--- config.mk ---
export PLATFORM = sky130hd
export DESIGN_NAME = selector_nway_reg_flat
export DESIGN_NICKNAME = d
export VERILOG_FILES = /design/src/rtl/selector_nway_reg_if.sv /design/src/rtl/selector_nway_reg.sv /design/src/flat_wrapper.sv
export SDC_FILE = /design/constraint.sdc
export NUM_CORES = 1
export LEC_CHECK = 0
export CAP_MARGIN = 25
export CELL_PAD_IN_SITES_DETAIL_PLACEMENT = 1
export CELL_PAD_IN_SITES_GLOBAL_PLACEMENT = 1
export CORE_ASPECT_RATIO = 2
export CORE_MARGIN = 3
export CORE_UTILIZATION = 26
export DETAILED_ROUTE_END_ITERATION = 10
export PLACE_DENSITY = 0.84
export SYNTH_ARGS = -nofsm -noshare
export SYNTH_HDL_FRONTEND = slang
export SYNTH_SLANG_ARGS = --single-unit
--- constraint.sdc ---
create_clock -name clk -period 4.21 [get_ports clk]
set_input_delay 0.842 -clock clk [delete_from_list [all_inputs] [get_ports clk]]
set_output_delay 0.842 -clock clk [all_outputs]
set_load 0.1 [all_outputs]
--- src/rtl/selector_nway_reg_if.sv ---
// selector_nway_reg_if: bundles the multi-channel input handshake, the mode/select
// controls and the registered output handshake of selector_nway_reg.
//   master : producer/consumer side (drives in_data/in_valid/mode/sel/out_ready)
//   slave  : selector side (drives in_ready/out_data/out_valid/out_chan)
interface selector_nway_reg_if #(
    parameter int unsigned WIDTH    = 32,
    parameter int unsigned CHANNELS = 4,
    parameter int unsigned SEL_W    = $clog2(CHANNELS)
);
    logic [WIDTH*CHANNELS-1:0] in_data;
    logic [CHANNELS-1:0]       in_valid;
    logic [CHANNELS-1:0]       in_ready;
    logic                      mode;
    logic [SEL_W-1:0]          sel;
    logic [WIDTH-1:0]          out_data;
    logic                      out_valid;
    logic                      out_ready;
    logic [SEL_W-1:0]          out_chan;

    modport master (
        output in_data, in_valid, mode, sel, out_ready,
        input  in_ready, out_data, out_valid, out_chan
    );

    modport slave (
        input  in_data, in_valid, mode, sel, out_ready,
        output in_ready, out_data, out_valid, out_chan
    );
endinterface

--- src/rtl/selector_nway_reg.sv ---
// selector_nway_reg: registered N-way selector. Grants one requesting channel per
// cycle, either the channel named by sel (mode=0) or round-robin from ptr (mode=1),
// and captures its word into a one-entry output register with valid/ready.
//   clk, rst : single clock, synchronous active-high reset
//   bus      : slave modport of selector_nway_reg_if (inputs, controls, output reg)
module selector_nway_reg #(
    parameter int unsigned WIDTH    = 32,
    parameter int unsigned CHANNELS = 4,
    parameter int unsigned SEL_W    = $clog2(CHANNELS)
) (
    input  logic                 clk,
    input  logic                 rst,
    selector_nway_reg_if.slave   bus
);

    logic [WIDTH-1:0]    out_data_q, out_data_d;
    logic                out_valid_q, out_valid_d;
    logic [SEL_W-1:0]    out_chan_q, out_chan_d;
    logic [SEL_W-1:0]    ptr_q, ptr_d;

    logic                grant_vld;
    logic [SEL_W-1:0]    grant_idx;
    logic [WIDTH-1:0]    grant_data;
    logic                load_en;
    logic                xfer_in;
    logic                xfer_out;
    logic [CHANNELS-1:0] in_ready_c;
    int                  rr_idx;

    // Grant arbitration: direct index or first requester at/after ptr (wrapping).
    always_comb begin
        grant_vld = 1'b0;
        grant_idx = '0;
        rr_idx    = 0;
        if (!bus.mode) begin
            // Comparing against each legal index means sel >= CHANNELS never matches.
            for (int i = 0; i < int'(CHANNELS); i++) begin
                if (bus.sel == SEL_W'(i) && bus.in_valid[i]) begin
                    grant_vld = 1'b1;
                    grant_idx = SEL_W'(i);
                end
            end
        end else begin
            for (int k = 0; k < int'(CHANNELS); k++) begin
                rr_idx = int'(ptr_q) + k;
                if (rr_idx >= int'(CHANNELS)) begin
                    rr_idx = rr_idx - int'(CHANNELS);
                end
                for (int i = 0; i < int'(CHANNELS); i++) begin
                    if (!grant_vld && i == rr_idx && bus.in_valid[i]) begin
                        grant_vld = 1'b1;
                        grant_idx = SEL_W'(i);
                    end
                end
            end
        end
    end

    // Mux the granted channel's word.
    always_comb begin
        grant_data = '0;
        for (int i = 0; i < int'(CHANNELS); i++) begin
            if (grant_idx == SEL_W'(i)) begin
                grant_data = bus.in_data[i*WIDTH +: WIDTH];
            end
        end
    end

    assign load_en  = !out_valid_q || bus.out_ready;
    assign xfer_in  = grant_vld && load_en && !rst;
    assign xfer_out = out_valid_q && bus.out_ready;

    // One-hot accept towards the granted channel only.
    always_comb begin
        in_ready_c = '0;
        for (int i = 0; i < int'(CHANNELS); i++) begin
            if (xfer_in && grant_idx == SEL_W'(i)) begin
                in_ready_c[i] = 1'b1;
            end
        end
    end

    // Next state of output register and round-robin pointer.
    always_comb begin
        out_data_d  = out_data_q;
        out_valid_d = out_valid_q;
        out_chan_d  = out_chan_q;
        ptr_d       = ptr_q;
        if (xfer_in) begin
            out_data_d  = grant_data;
            out_chan_d  = grant_idx;
            out_valid_d = 1'b1;
            if (bus.mode) begin
                if (grant_idx == SEL_W'(CHANNELS - 1)) begin
                    ptr_d = '0;
                end else begin
                    ptr_d = grant_idx + SEL_W'(1);
                end
            end
        end else if (xfer_out) begin
            out_valid_d = 1'b0;
        end
    end

    always_ff @(posedge clk) begin
        if (rst) begin
            out_data_q  <= '0;
            out_valid_q <= 1'b0;
            out_chan_q  <= '0;
            ptr_q       <= '0;
        end else begin
            out_data_q  <= out_data_d;
            out_valid_q <= out_valid_d;
            out_chan_q  <= out_chan_d;
            ptr_q       <= ptr_d;
        end
    end

    assign bus.in_ready  = in_ready_c;
    assign bus.out_data  = out_data_q;
    assign bus.out_valid = out_valid_q;
    assign bus.out_chan  = out_chan_q;

endmodule
--- src/flat_wrapper.sv ---
// flat-port wrapper written by rule: the top's interface ports become plain ports
module selector_nway_reg_flat 
#(
    parameter int unsigned WIDTH    = 32,
    parameter int unsigned CHANNELS = 4,
    parameter int unsigned SEL_W    = $clog2(CHANNELS)
)
  (clk, rst, bus_in_data, bus_in_valid, bus_mode, bus_sel, bus_out_ready, bus_in_ready, bus_out_data, bus_out_valid, bus_out_chan);
  selector_nway_reg_if #(.WIDTH(WIDTH), .CHANNELS(CHANNELS), .SEL_W(SEL_W)) bus_i ();
  input  logic clk;
  input  logic rst;
  input wire logic [$bits(bus_i.in_data)-1:0] bus_in_data;
  input wire logic [$bits(bus_i.in_valid)-1:0] bus_in_valid;
  input wire logic [$bits(bus_i.mode)-1:0] bus_mode;
  input wire logic [$bits(bus_i.sel)-1:0] bus_sel;
  input wire logic [$bits(bus_i.out_ready)-1:0] bus_out_ready;
  output wire logic [$bits(bus_i.in_ready)-1:0] bus_in_ready;
  output wire logic [$bits(bus_i.out_data)-1:0] bus_out_data;
  output wire logic [$bits(bus_i.out_valid)-1:0] bus_out_valid;
  output wire logic [$bits(bus_i.out_chan)-1:0] bus_out_chan;
  assign bus_i.in_data = bus_in_data;
  assign bus_i.in_valid = bus_in_valid;
  assign bus_i.mode = bus_mode;
  assign bus_i.sel = bus_sel;
  assign bus_i.out_ready = bus_out_ready;
  assign bus_in_ready = bus_i.in_ready;
  assign bus_out_data = bus_i.out_data;
  assign bus_out_valid = bus_i.out_valid;
  assign bus_out_chan = bus_i.out_chan;
  selector_nway_reg #(.WIDTH(WIDTH), .CHANNELS(CHANNELS), .SEL_W(SEL_W)) u_core (.clk(clk), .rst(rst), .bus(bus_i));
endmodule
==> impl_metrics.csv <==
group,metric,value,unit
status,status,"complete, no violations",
finish,num_antenna_cells,0,
timing,setup_violations,0,
yosys,synthAdderAreaFrac,0.01973,
yosys,synth_area_leaders,"dfxtp_1 (29%), mux2i_1 (15%), a221o_1 (12%)",
clock_tree,clk_pin_slew,0.06,ns
yosys,ys.flop_type,"dfxtp_1",
finish,layout-drive-gt1-share,0.06966,
timing,fmax,0.2656,GHz
timing,report.final.slew_viol_count,0,
clock_tree,cts_tree,"done",
job,drv_cap,0,
power_and_ir_drop,p_leak,1.871,nW
yosys,synth_xor_area_frac,0,
grt,grt_max_degree,38,
detailed_routing,wl,11.36,mm
timing,hold_violations,0,
yosys,synth.area.mux_share,0.1460,
detailed_routing,drc_errors,0,
yosys,netlist_instances,278,
detailed_routing,first_pass_iters,4,
yosys,ys_ff_latch,37,
finish,layout_commonest_cell,"clkdlybuf4s50_1",
clock_tree,cts_sinks,37,
yosys,synth_seq_area_share,0.2921,
critical_path,critPathKind,"input pin to output port",
placement,gp_congestion,0.7539,
detailed_routing,wire_per_inst,19.75,um
timing,rsz0062_at_grt,"false",
floorplanning,rows,50,
detailed_routing,drtIter0Drc,110,
power_and_ir_drop,seq_power_share,0.231,
power_and_ir_drop,pwr-share-clk,0.237,
yosys,yosys.area_share.simple,0.1268,
clock_tree,postCtsSetupBuffers,0,
clock_tree,cts.hold.buffers_added,0,
yosys,synth_fp_nets,420,
timing,min_period,3.765,ns
floorplanning,die_h,145.7,um
yosys,yosys.cell_types.count,30,
grt,grt_remaining_overflow,0,
clock_tree,clockBufferDepth,2,
timing,finClkSkew,0.008016,ns
grt,grt_pass1_vias,3363,
worst_hold_path,whs_path_depth,2,
timing,relSlewSlack,0.3015,
floorplanning,coreArea,9447,sq um
timing,tns,0,ns
yosys,ys_async_sr_fraction,0,
clock_tree,clock_latency,0.28,ns
power_and_ir_drop,p_per_area,405.8,nW/um^2
finish,area_growth,83.33,%
yosys,synth_compound_area_frac,0.3547,
clock_tree,cts.repair.resized,0,
yosys,synth_top_area_share,0.2921,
yosys,yosysWarnings,0,
floorplanning,die_area,11050,sq um
yosys,synth_top_family_by_area,"compound AO/OA/AOI/OAI gates",
clock_tree,cts-buffers-inserted,5,
critical_path,crit_path_max_fanout,6,
timing,finalCritPeriodShare,0.8943,
finish,final_cell_mix,"clkdlybuf4s50_1 (172), mux2i_1 (37), dfxtp_1 (37)",
detailed_routing,num_vias,2962,
detailed_routing,vias_per_cell,5.151,
critical_path,r2r_cells,9,
floorplanning,start_util,0.2685,
timing,hold_slack,0.4749,ns
power_and_ir_drop,power_frac_comb,0.531,
yosys,synth.cell_area,2536,sq um
floorplanning,io_pins,177,
grt,antenna_found_initial,0,
grt,grt_usage,0.2037,
placement,hpwl,8.507,mm
clock_tree,htree_num_levels,2,
placement,io_buffer_count,176,
power_and_ir_drop,ir_drop,0.2217,mV
floorplanning,die_x,75.84,um
critical_path,crit_path_end_kind,"output port",
yosys,yosysTopAreaCell,"dfxtp_1",
worst_hold_path,hp-class,"flop to flop",
clock_tree,cts_root_buf,"clkbuf_16",
power_and_ir_drop,p_switching,818.6,uW
yosys,synth_edf_count,0,
yosys,avgSynthCellArea,9.123,sq um
detailed_routing,antenna_left,0,
critical_path,crit_arrival,2.92,ns
grt,grt_pass1_wl,17.08,mm
critical_path,critPathRequiredTime,3.37,ns
power_and_ir_drop,swShare,0.4339,
critical_path,cp-start-kind,"input pin",
timing,tightest_slew,1.044,ns
finish,nets,586,
power_and_ir_drop,power.internal,1.068,mW
==> cell usage after synthesis, types with 3 or more instances <==
master    count
nor2_1        7
ha_1          4
nand2_1       3
clkbuf_1     21
nor2b_1       6
a22oi_1      32
o21a_1       32
nand2b_1     35
a221o_1      31
dfxtp_1      37
buf_1         4
mux2i_1      37
inv_1         5
==> sequential cells by signal, indices dropped and copies added, names as in the netlist <==
register	flops
u_core.bus.out_chan	2
u_core.bus.out_data	32
u_core.bus.out_valid	1
u_core.ptr_q	2
==> worst max-delay path, cell delays in order <==
cell	delay, ns
clkdlybuf4s50_1	0.60
mux2i_1	0.11
nor3b_1	0.34
a41oi_1	0.09
buf_4	0.18
inv_1	0.08
ha_1	0.24
inv_1	0.08
nor2_2	0.16
buf_12	0.19
==> stage by stage <==
step | area [sq um] | cells | setup slack, ns | total power, mW | util
after floorplan | 2544 | 278 | 0.2724 | 1.112 | -
after global placement | 4477 | 567 | 0.3608 | 1.433 | 0.4739
after detailed placement | 4477 | 567 | 0.2551 | 1.451 | 0.4739
after CTS | 4649 | 575 | 0.4154 | 1.905 | 0.4922
after global routing | 4649 | 575 | 0.2441 | 1.971 | 0.4922
final | 4649 | 575 | 0.4448 | 1.887 | 0.4922
==> logic make-up (layout without fill, tap and decap cells) <==
kind of cell               Yosys count  in the layout
AOI/OAI and AO/OA                  110            110
and+or+nand+nor                     55             55
muxes                               37             37
DFF                                 37             37
buffers and inverters               35            202
adders and majority gates            4              4
==> area by class of cell <==
| cell class | instances | area [sq um] |
|---|---|---|
| fillers | 1073 | 4797 |
| repair buffers | 188 | 1892 |
| multi-input cells | 206 | 1659 |
| flip-flops and latches | 37 | 740.7 |
| well taps | 130 | 162.7 |
| clock buffers | 7 | 142.6 |
| clock inverters | 1 | 30.03 |
| inverters | 6 | 22.52 |
==> metal layers <==
metal / wire length [um] / vias up / GRT usage
met5: 0 / - / 0
li1: - / 1389 / -
met4: 485 / 0 / 0.09807
met3: 651 / 31 / 0.03804
met2: 6158 / 118 / 0.3741
met1: 4060 / 1424 / 0.2054
==> path summary, 6_finish.rpt <==
path | start | end | slack, ns
max | bus_in_valid[3] | bus_in_ready[1] | 0.44
min | u_core.bus.out_data[9] | u_core.bus.out_data[9] | 0.47
max reg2reg | u_core.ptr_q[1] | u_core.bus.out_data[20] | 1.38
min reg2reg | u_core.bus.out_data[9] | u_core.bus.out_data[9] | 0.47
==> power by group through the flow <==
| stage | combinational (mW) | clock, mW | sequential, mW |
|---|---|---|---|
| floorplan | 0.291 | 0 | 0.821 |
| global placement | 0.990 | 0 | 0.443 |
| detailed placement | 1.01 | 0 | 0.444 |
| CTS | 1.01 | 0.457 | 0.438 |
| global route | 1.05 | 0.476 | 0.444 |
| finish | 1.00 | 0.448 | 0.437 |
(Power assumes the default switching activity.)
